===== src/rtl/enc_pkg.sv =====
// Shared types and constants for the sequential priority encoder.
package enc_pkg;

  // Request vector width used when the instantiating code does not override it.
  localparam int unsigned DEFAULT_N = 8;

  // Control state: IDLE waits for a vector, SCAN emits its set bits one per pop.
  typedef enum logic {
    IDLE = 1'b0,
    SCAN = 1'b1
  } state_e;

endpackage


===== src/rtl/prio_index.sv =====
// Combinational index finder: picks the lowest (or highest) set bit of vec and
// flags whether vec holds exactly one set bit.
module prio_index #(
  parameter int unsigned N         = 8,
  parameter bit          MSB_FIRST = 1'b0
) (
  input  logic [N-1:0]         vec,
  output logic [$clog2(N)-1:0] idx,
  output logic                 onehot_last
);

  localparam int unsigned W = $clog2(N);

  // Scan toward the preferred end so the last match wins; idx stays 0 for vec == 0.
  always_comb begin
    idx = '0;
    if (MSB_FIRST) begin
      for (int i = 0; i < int'(N); i++) begin
        if (vec[i]) idx = W'(i);
      end
    end else begin
      for (int i = int'(N) - 1; i >= 0; i--) begin
        if (vec[i]) idx = W'(i);
      end
    end
  end

  // Clearing the lowest set bit leaves zero only when exactly one bit was set.
  assign onehot_last = (vec != '0) && ((vec & (vec - N'(1))) == '0);

endmodule


===== src/rtl/prio_encoder_seq.sv =====
// Sequential priority encoder: captures a request vector and emits the index of
// each set bit once, one per accepted output beat, with back-to-back reload.
module prio_encoder_seq
  import enc_pkg::*;
#(
  parameter int unsigned N         = DEFAULT_N,
  parameter bit          MSB_FIRST = 1'b0
) (
  input  logic                 clk,
  input  logic                 rst,
  input  logic                 in_valid,
  output logic                 in_ready,
  input  logic [N-1:0]         in_vec,
  output logic                 out_valid,
  input  logic                 out_ready,
  output logic [$clog2(N)-1:0] out_idx,
  output logic                 out_last
);

  localparam int unsigned W = $clog2(N);

  state_e         r_state;
  state_e         w_state_d;
  logic [N-1:0]   r_pending;
  logic [N-1:0]   w_pending_d;
  logic [N-1:0]   w_clear_mask;
  logic [W-1:0]   w_idx;
  logic           w_onehot;
  logic           w_pop;
  logic           w_last_pop;
  logic           w_accept;

  prio_index #(
    .N         (N),
    .MSB_FIRST (MSB_FIRST)
  ) u_prio_index (
    .vec         (r_pending),
    .idx         (w_idx),
    .onehot_last (w_onehot)
  );

  assign out_valid  = (r_state == SCAN);
  assign out_idx    = w_idx;
  assign out_last   = out_valid & w_onehot;
  assign w_pop      = out_valid & out_ready;
  assign w_last_pop = w_pop & out_last;
  // Reload during the final pop avoids an idle bubble between vectors.
  assign in_ready   = (r_state == IDLE) | w_last_pop;
  assign w_accept   = in_valid & in_ready;

  // Next state: an accept overrides the pop it may coincide with; a zero vector is dropped.
  always_comb begin
    w_state_d    = r_state;
    w_pending_d  = r_pending;
    w_clear_mask = '0;
    w_clear_mask[w_idx] = 1'b1;
    if (w_accept) begin
      w_pending_d = in_vec;
      w_state_d   = (in_vec != '0) ? SCAN : IDLE;
    end else if (w_pop) begin
      w_pending_d = r_pending & ~w_clear_mask;
      if (out_last) w_state_d = IDLE;
    end
  end

  // State and pending registers with synchronous reset taking priority.
  always_ff @(posedge clk) begin
    if (rst) begin
      r_state   <= IDLE;
      r_pending <= '0;
    end else begin
      r_state   <= w_state_d;
      r_pending <= w_pending_d;
    end
  end

endmodule


===== config.mk =====
export PLATFORM = sky130hd
export DESIGN_NAME = prio_encoder_seq
export DESIGN_NICKNAME = d
export VERILOG_FILES = /design/src/rtl/enc_pkg.sv /design/src/rtl/prio_index.sv /design/src/rtl/prio_encoder_seq.sv
export SDC_FILE = /design/constraint.sdc
export NUM_CORES = 1
export LEC_CHECK = 0
export CAP_MARGIN = 25
export CORE_UTILIZATION = 42
export CTS_CLUSTER_SIZE = 16
export DETAILED_ROUTE_END_ITERATION = 10
export PLACE_DENSITY = 0.73
export SYNTH_ARGS = -nofsm -noshare
export SYNTH_HDL_FRONTEND = slang
export SYNTH_SLANG_ARGS = --single-unit
export TNS_END_PERCENT = 1

===== constraint.sdc =====
create_clock -name clk -period 1.55 [get_ports clk]
set_input_delay 0.155 -clock clk [delete_from_list [all_inputs] [get_ports clk]]
set_output_delay 0.155 -clock clk [all_outputs]
set_load 0.02 [all_outputs]

Word level (Yosys, flattened, before mapping). Cells that the tools add are included. W data, S select, Z words.

Register bits: 9. Latch bits: 0. Bits in writable memories: 0. Memory bits (read-only): 0. Bits of input ports: 12. Output and inout bits: 6. Word-level logic and storage cells: 38. Memories: 0.

Add/subtract/negate cells: 1. $mul: 0. Divide/modulo/power cells: 0. Order comparisons: 2. Equal/unequal tests: 0. Shift operators: 0. Multiplexer cells: 16. Bitwise gates (word level): 9. Reduce and logical (&&, ||, !) cells: 8.

Operators by type and width (number): $mux W3 (8); $and A8 B8 Y8 (2); $mux W8 (2); $reduce_bool A8 Y1 (2); $logic_not A8 Y1 (1); $not A8 Y8 (1); $sub A8 B1 Y8 const B (1); $mux W1 (5); $and A1 B1 Y1 (4); $lt A3 B4 Y1 const B (1); $reduce_bool A2 Y1 (2); $demux W1 S3 (1); $ge A3 B1 Y1 const B (1); $logic_and A1 B1 Y1 (2); $reduce_and A2 Y1 (1); $not A1 Y1 (1); $or A1 B1 Y1 (1).

Depth between registers and ports, before layout.
Depth in word-level cells: 16. Gate-level depth with buffers: 7. Depth with buffers taken out: 5.

Hierarchy. Synthesis repeated with hierarchy kept, for this count alone.

Cells, all modules: 75. Area, all modules: 635.6 sq um.

Modules (own cells, without submodules): prio_encoder_seq (instances 1, cells an instance 52, area each 473.0 sq um, seq. area each 180.2 sq um); prio_index (instances 1, cells an instance 23, area each 162.7 sq um, seq. area each 0.0 sq um).

Worst setup path after synthesis. OpenSTA, ideal clock, no wires.

Path kind: register -> output. From: register r_pending[0]. To: output in_ready. Arrival time: 1.801 ns. Required time: 1.395 ns. Setup slack: -0.406 ns. Cell stages (with the launch flop): 6. Path buffers: 1. Cell sequence: dfxtp_1 > buf_6 > or4_4 > nor3_1 > nor2_1 > o21ai_0.

Word-level cells in the longest chain between the ends: 7. Elaborated cells on any way between the ends: 8. Those cells by class: add/sub (1); bitwise (4); reduce/logical (3).

Ends and longest elaborated chain: from (decl) (line prio_encoder_seq.sv:24) `logic [N-1:0] r_pending;`; from (signal assigned) (line prio_encoder_seq.sv:73) `r_pending <= w_pending_d;`; $sub A8 B1 Y8 (line prio_index.sv:29) `assign onehot_last = (vec != '0) && ((vec & (vec - N'(1))) == '0);`; $and A8 B8 Y8 (line prio_index.sv:29); $logic_not A8 Y1 (line prio_index.sv:29); $logic_and A1 B1 Y1 (*) (line prio_index.sv:29); $and A1 B1 Y1 (*) (line prio_encoder_seq.sv:44) `assign out_last = out_valid & w_onehot;`; $and A1 B1 Y1 (*) (line prio_encoder_seq.sv:46) `assign w_last_pop = w_pop & out_last;`; $or A1 B1 Y1 (*) (line prio_encoder_seq.sv:48) `assign in_ready = (r_state == IDLE) | w_last_pop;`; to (decl) (line prio_encoder_seq.sv:12) `output logic in_ready,`.

Mark *: on every way between the ends. The rest lies on a longest branch, timed or not.

Worst setup path in the final report.
From: register r_pending[0]. To: register r_pending[4].

Word-level cells in the longest chain between the ends: 9. Elaborated cells on any way between the ends: 20. Those cells by class: add/sub (1); order compare (2); mux (5); bitwise (7); reduce/logical (5).

Ends and longest elaborated chain (line): $sub A8 B1 Y8 or $mux W3 (tied branches) (prio_index.sv:29, prio_index.sv:23); $and A8 B8 Y8, or another cell as far along (prio_index.sv:29); $logic_not A8 Y1 or $logic_and A1 B1 Y1 (tied branches) (prio_index.sv:29, prio_encoder_seq.sv:56); $logic_and A1 B1 Y1 or $mux W1 (tied branches) (prio_index.sv:29, prio_encoder_seq.sv:56); $and A1 B1 Y1 or $demux W1 S3 (tied branches) (prio_encoder_seq.sv:44, prio_encoder_seq.sv:56); $and A1 B1 Y1 or $not A8 Y8 (tied branches) (prio_encoder_seq.sv:46, prio_encoder_seq.sv:61); $or A1 B1 Y1 or $and A8 B8 Y8 (tied branches) (prio_encoder_seq.sv:48, prio_encoder_seq.sv:61); $and A1 B1 Y1 or $mux W8 (tied branches) (prio_encoder_seq.sv:49, prio_encoder_seq.sv:60); $mux W8 or $reduce_bool A2 Y1 (tied branches).

Several ways; a longest one is shown, not always the timed one. The select of a mux whose other input is x is not followed. A chain may end at the register's enable or synchronous reset.

==> insert_results.sql <==
INSERT INTO impl_metrics (metric_group, metric, value, unit) VALUES
('run_status', 'run_status', 'finished, violations left', ''),
('sta', 'timing_max_transition_violations_final', '0', ''),
('drt', 'detail-route-antenna-nets', '0', ''),
('drt', 'via_count_of_the_routed_design', '923', ''),
('synth', 'postSynthNetCount', '105', ''),
('global_routing', 'total_global_routing_overflow', '0', ''),
('sta', 'achievable-frequency', '0.5168', 'GHz'),
('place', 'place.detailed.instances', '149', ''),
('die', 'coreArea', '1541', 'µm²'),
('sta', 'clock_skew', '0.005211', 'ns'),
('synth', 'synth.yosys.seq_area_share', '0.2513', ''),
('drt', 'avgRoutedWirePerCell', '16.17', 'µm'),
('clock_network', 'clkTransAtPathRegs', '0.07', 'ns'),
('setup_path', 'critical_path_required', '1.68', 'ns'),
('cells_and_area', 'antenna-diode-count', '0', ''),
('power_and_ir_drop', 'powerDensity', '895.1', 'nW/µm²'),
('cells_and_area', 'final_net_count', '152', ''),
('setup_path', 'regToRegEndpoint', 'r_pending[4]$_SDFFE_PP0P_', ''),
('sta', 'totalNegativeSetupSlack', '-3.494', 'ns'),
('synth', 'synthXorXnorAreaFrac', '0.01222', ''),
('cells_and_area', 'final_layout_size_suffix_gt1_frac', '0.4676', ''),
('clock_network', 'cts.sink_count', '9', ''),
('setup_path', 'critical_path_class', 'reg2reg', ''),
('cells_and_area', 'finish.cell_count_without_fillers', '155', ''),
('synth', 'top_ff_cell_synth', 'sky130_fd_sc_hd__dfxtp_1', ''),
('sta', 'post-route-period-util', '1.248', ''),
('sta', 'layout_setup_ws', '-0.3848', 'ns'),
('synth', 'synthAdderAreaFrac', '0', ''),
('global_routing', 'global_route_wire_length_before_repair', '4257', 'µm'),
('run_status', 'failed_checks', 'setup timing', ''),
('synth', 'synth_cells', '93', ''),
('clock_network', 'insertion_delay_of_the_later_clocked_pin_in_the_worst_skew_pair', '0.26', 'ns'),
('die', 'die_w', '43.32', 'µm'),
('sta', 'worst-slew-pin-transition', '0.3862', 'ns'),
('die', 'fp.dieArea', '1876', 'µm²'),
('global_routing', 'initial_antenna_violation_count', '0', ''),
('clock_network', 'bufs_on_longest_clock_path', '2', ''),
('sta', 'report.final.setup_viol', '12', ''),
('setup_path', 'start_kind', 'flip-flop', ''),
('setup_path', 'worst_setup_path_end_kind', 'flip-flop', ''),
('synth', 'synth-warning-count', '0', ''),
('synth', 'yosys.area_share.simple', '0.2548', ''),
('setup_path', 'arrival_time_at_the_worst_endpoint', '2.06', 'ns'),
('drt', 'vias_per_cell', '5.955', ''),
('sta', 'max-slew-margin-rel', '0.7418', ''),
('drt', 'first_pass_iters', '4', ''),
('synth', 'synth_top_family_by_area', 'compound AO/OA/AOI/OAI gates', ''),
('cells_and_area', 'regArea', '188.9', 'µm²'),
('synth', 'compound_gate_portion_of_the_synthesized_area', '0.3647', ''),
('synth', 'async_reset_ff_frac', '0', ''),
('drt', 'detailed_route_drc_error_count', '0', ''),
('run', 'cap_violations', '0', ''),
('place', 'routabilityCongestion', '0.8691', ''),
('clock_network', 'cts-buffers-inserted', '3', ''),
('die', 'pin_count', '18', ''),
('synth', 'synth_edf_count', '0', ''),
('place', 'port_buffers', '17', ''),
('die', 'std_cell_rows', '14', ''),
('clock_network', 'cts.root.buffer_cell', 'sky130_fd_sc_hd__clkbuf_4', ''),
('die', 'floorplan.initialDensity', '0.4651', ''),
('hold_path', 'min_path_type', 'in2reg', ''),
('sta', 'rsz0062_at_grt', 'yes', ''),
('sta', 'hold_ws', '0.4854', 'ns'),
('sta', 'hold_viol', '0', ''),
('setup_path', 'r2r_setup_slack', '-0.38', 'ns'),
('synth', 'synth-seq-cells', '9', ''),
('global_routing', 'pin_count_of_the_biggest_net_entering_global_routing', '12', ''),
('global_routing', 'grt_resource_usage_total', '0.3057', ''),
('synth', 'synthesis.area', '716.9', 'µm²'),
('clock_network', 'tritoncts', 'done', ''),
('drt', 'drt_first_iter_violations', '40', '');
-- routing by layer --
layer  GRT usage  share of wire
met1      0.3789           0.41
met2      0.5343           0.51
met3     0.02979          0.043
met4      0.1273          0.032
met5           0              0
-- synth_stat cells (all sizes together), types with 2 or more instances --
library cell,number,share of area
buf,6,0.070
nand2,5,0.026
or4,4,0.047
nor3,4,0.028
o2111ai,3,0.037
nor2,6,0.031
a211oi,2,0.021
nor4,2,0.017
dfxtp,9,0.25
o21ai,13,0.096
or3,3,0.028
a21oi,12,0.099
inv,4,0.021
nand4,2,0.017
-- critical path, cell delays in order (launching register included) --
cell and delay, ns:
sky130_fd_sc_hd__dfxtp_2 0.35, sky130_fd_sc_hd__or4_4 0.57, sky130_fd_sc_hd__buf_4 0.17, sky130_fd_sc_hd__o31ai_4 0.22, sky130_fd_sc_hd__nand2_1 0.21, sky130_fd_sc_hd__o2111ai_1 0.18
sky130_fd_sc_hd__a21oi_1 0.10
-- cell usage in the layout, fill, tap and decap left out, types with 2 or more instances in the layout --
cell                              instances
sky130_fd_sc_hd__o2111ai_1                3
sky130_fd_sc_hd__buf_2                    2
sky130_fd_sc_hd__dfxtp_1                  2
sky130_fd_sc_hd__clkdlybuf4s50_1         11
sky130_fd_sc_hd__or3_1                    2
sky130_fd_sc_hd__nor2_2                   3
sky130_fd_sc_hd__inv_1                    4
sky130_fd_sc_hd__nor3_1                   2
sky130_fd_sc_hd__a21oi_1                 10
sky130_fd_sc_hd__o21ai_2                  2
sky130_fd_sc_hd__o21ai_1                  6
sky130_fd_sc_hd__dfxtp_2                  7
sky130_fd_sc_hd__buf_4                   32
sky130_fd_sc_hd__a211oi_2                 2
sky130_fd_sc_hd__nand2_1                  5
sky130_fd_sc_hd__clkbuf_4                 3
sky130_fd_sc_hd__nor2_1                   3
sky130_fd_sc_hd__nand4_1                  2
sky130_fd_sc_hd__or4_1                    3
sky130_fd_sc_hd__o21ai_0                  5
sky130_fd_sc_hd__buf_6                    3
-- final cells by class --
class | instances | share of cell area
clock buffer | 4 | 0.02213
timing repair buffer | 49 | 0.3393
tap | 16 | 0.01686
inverter | 4 | 0.01264
multi-input combinational | 73 | 0.4499
sequential | 9 | 0.1591
-- logic make-up after synthesis --
kind of cell           after synthesis
AO/OA/AOI/OAI                       39
XOR/XNOR                             1
buffers and inverters               11
flip-flops                           9
multiplexers                         1
AND/OR/NAND/NOR                     32
-- worst max-delay path by stage --
stage                         startpoint                        end  slack [ns]
6_report       r_pending[0]$_SDFFE_PP0P_  r_pending[4]$_SDFFE_PP0P_       -0.38
4_1_cts        r_pending[0]$_SDFFE_PP0P_                   in_ready       -0.40
2_1_floorplan  r_pending[2]$_SDFFE_PP0P_  r_pending[7]$_SDFFE_PP0P_       -0.13
3_3_place_gp                   out_ready  r_pending[1]$_SDFFE_PP0P_       -0.55
3_5_place_dp   r_pending[0]$_SDFFE_PP0P_                   in_ready       -0.61
5_1_grt        r_pending[2]$_SDFFE_PP0P_                   in_ready       -0.42
-- power breakdown --
part / leakage [nW] / internal (W) / switching [W]
Combinational: 0.387 / 0.000291 / 0.000291
Sequential: 0.0766 / 0.000258 / 0.0000354
Clock: 0.0150 / 0.0000992 / 0.0000878
-- flip-flops by register name (all words and copies together), names as in the netlist --
name	cells
out_valid	1
r_pending	8
-- stage by stage --
| step | cell area (µm²) | util | power, W | worst slack, ns |
|---|---|---|---|---|
| floorplan | 732.0 | - | 0.0005646 | -0.1291 |
| global placement | 1085 | 0.7037 | 0.0007986 | -0.5538 |
| detailed placement | 1085 | 0.7037 | 0.0008198 | -0.6130 |
| CTS | 1155 | 0.7492 | 0.001031 | -0.3970 |
| global route | 1187 | 0.7703 | 0.001126 | -0.4159 |
| finish | 1187 | 0.7703 | 0.001063 | -0.3848 |
-- timing repair --
action | in CTS | in global routing
buffers inserted | 1 | 1
pin swaps | 6 | 3
gates resized for setup | 41 | 8
endpoints found under the setup margin | 15 | 14
hold buffers | 0 | 0
Note: power is estimated with default switching activity, not from simulation.
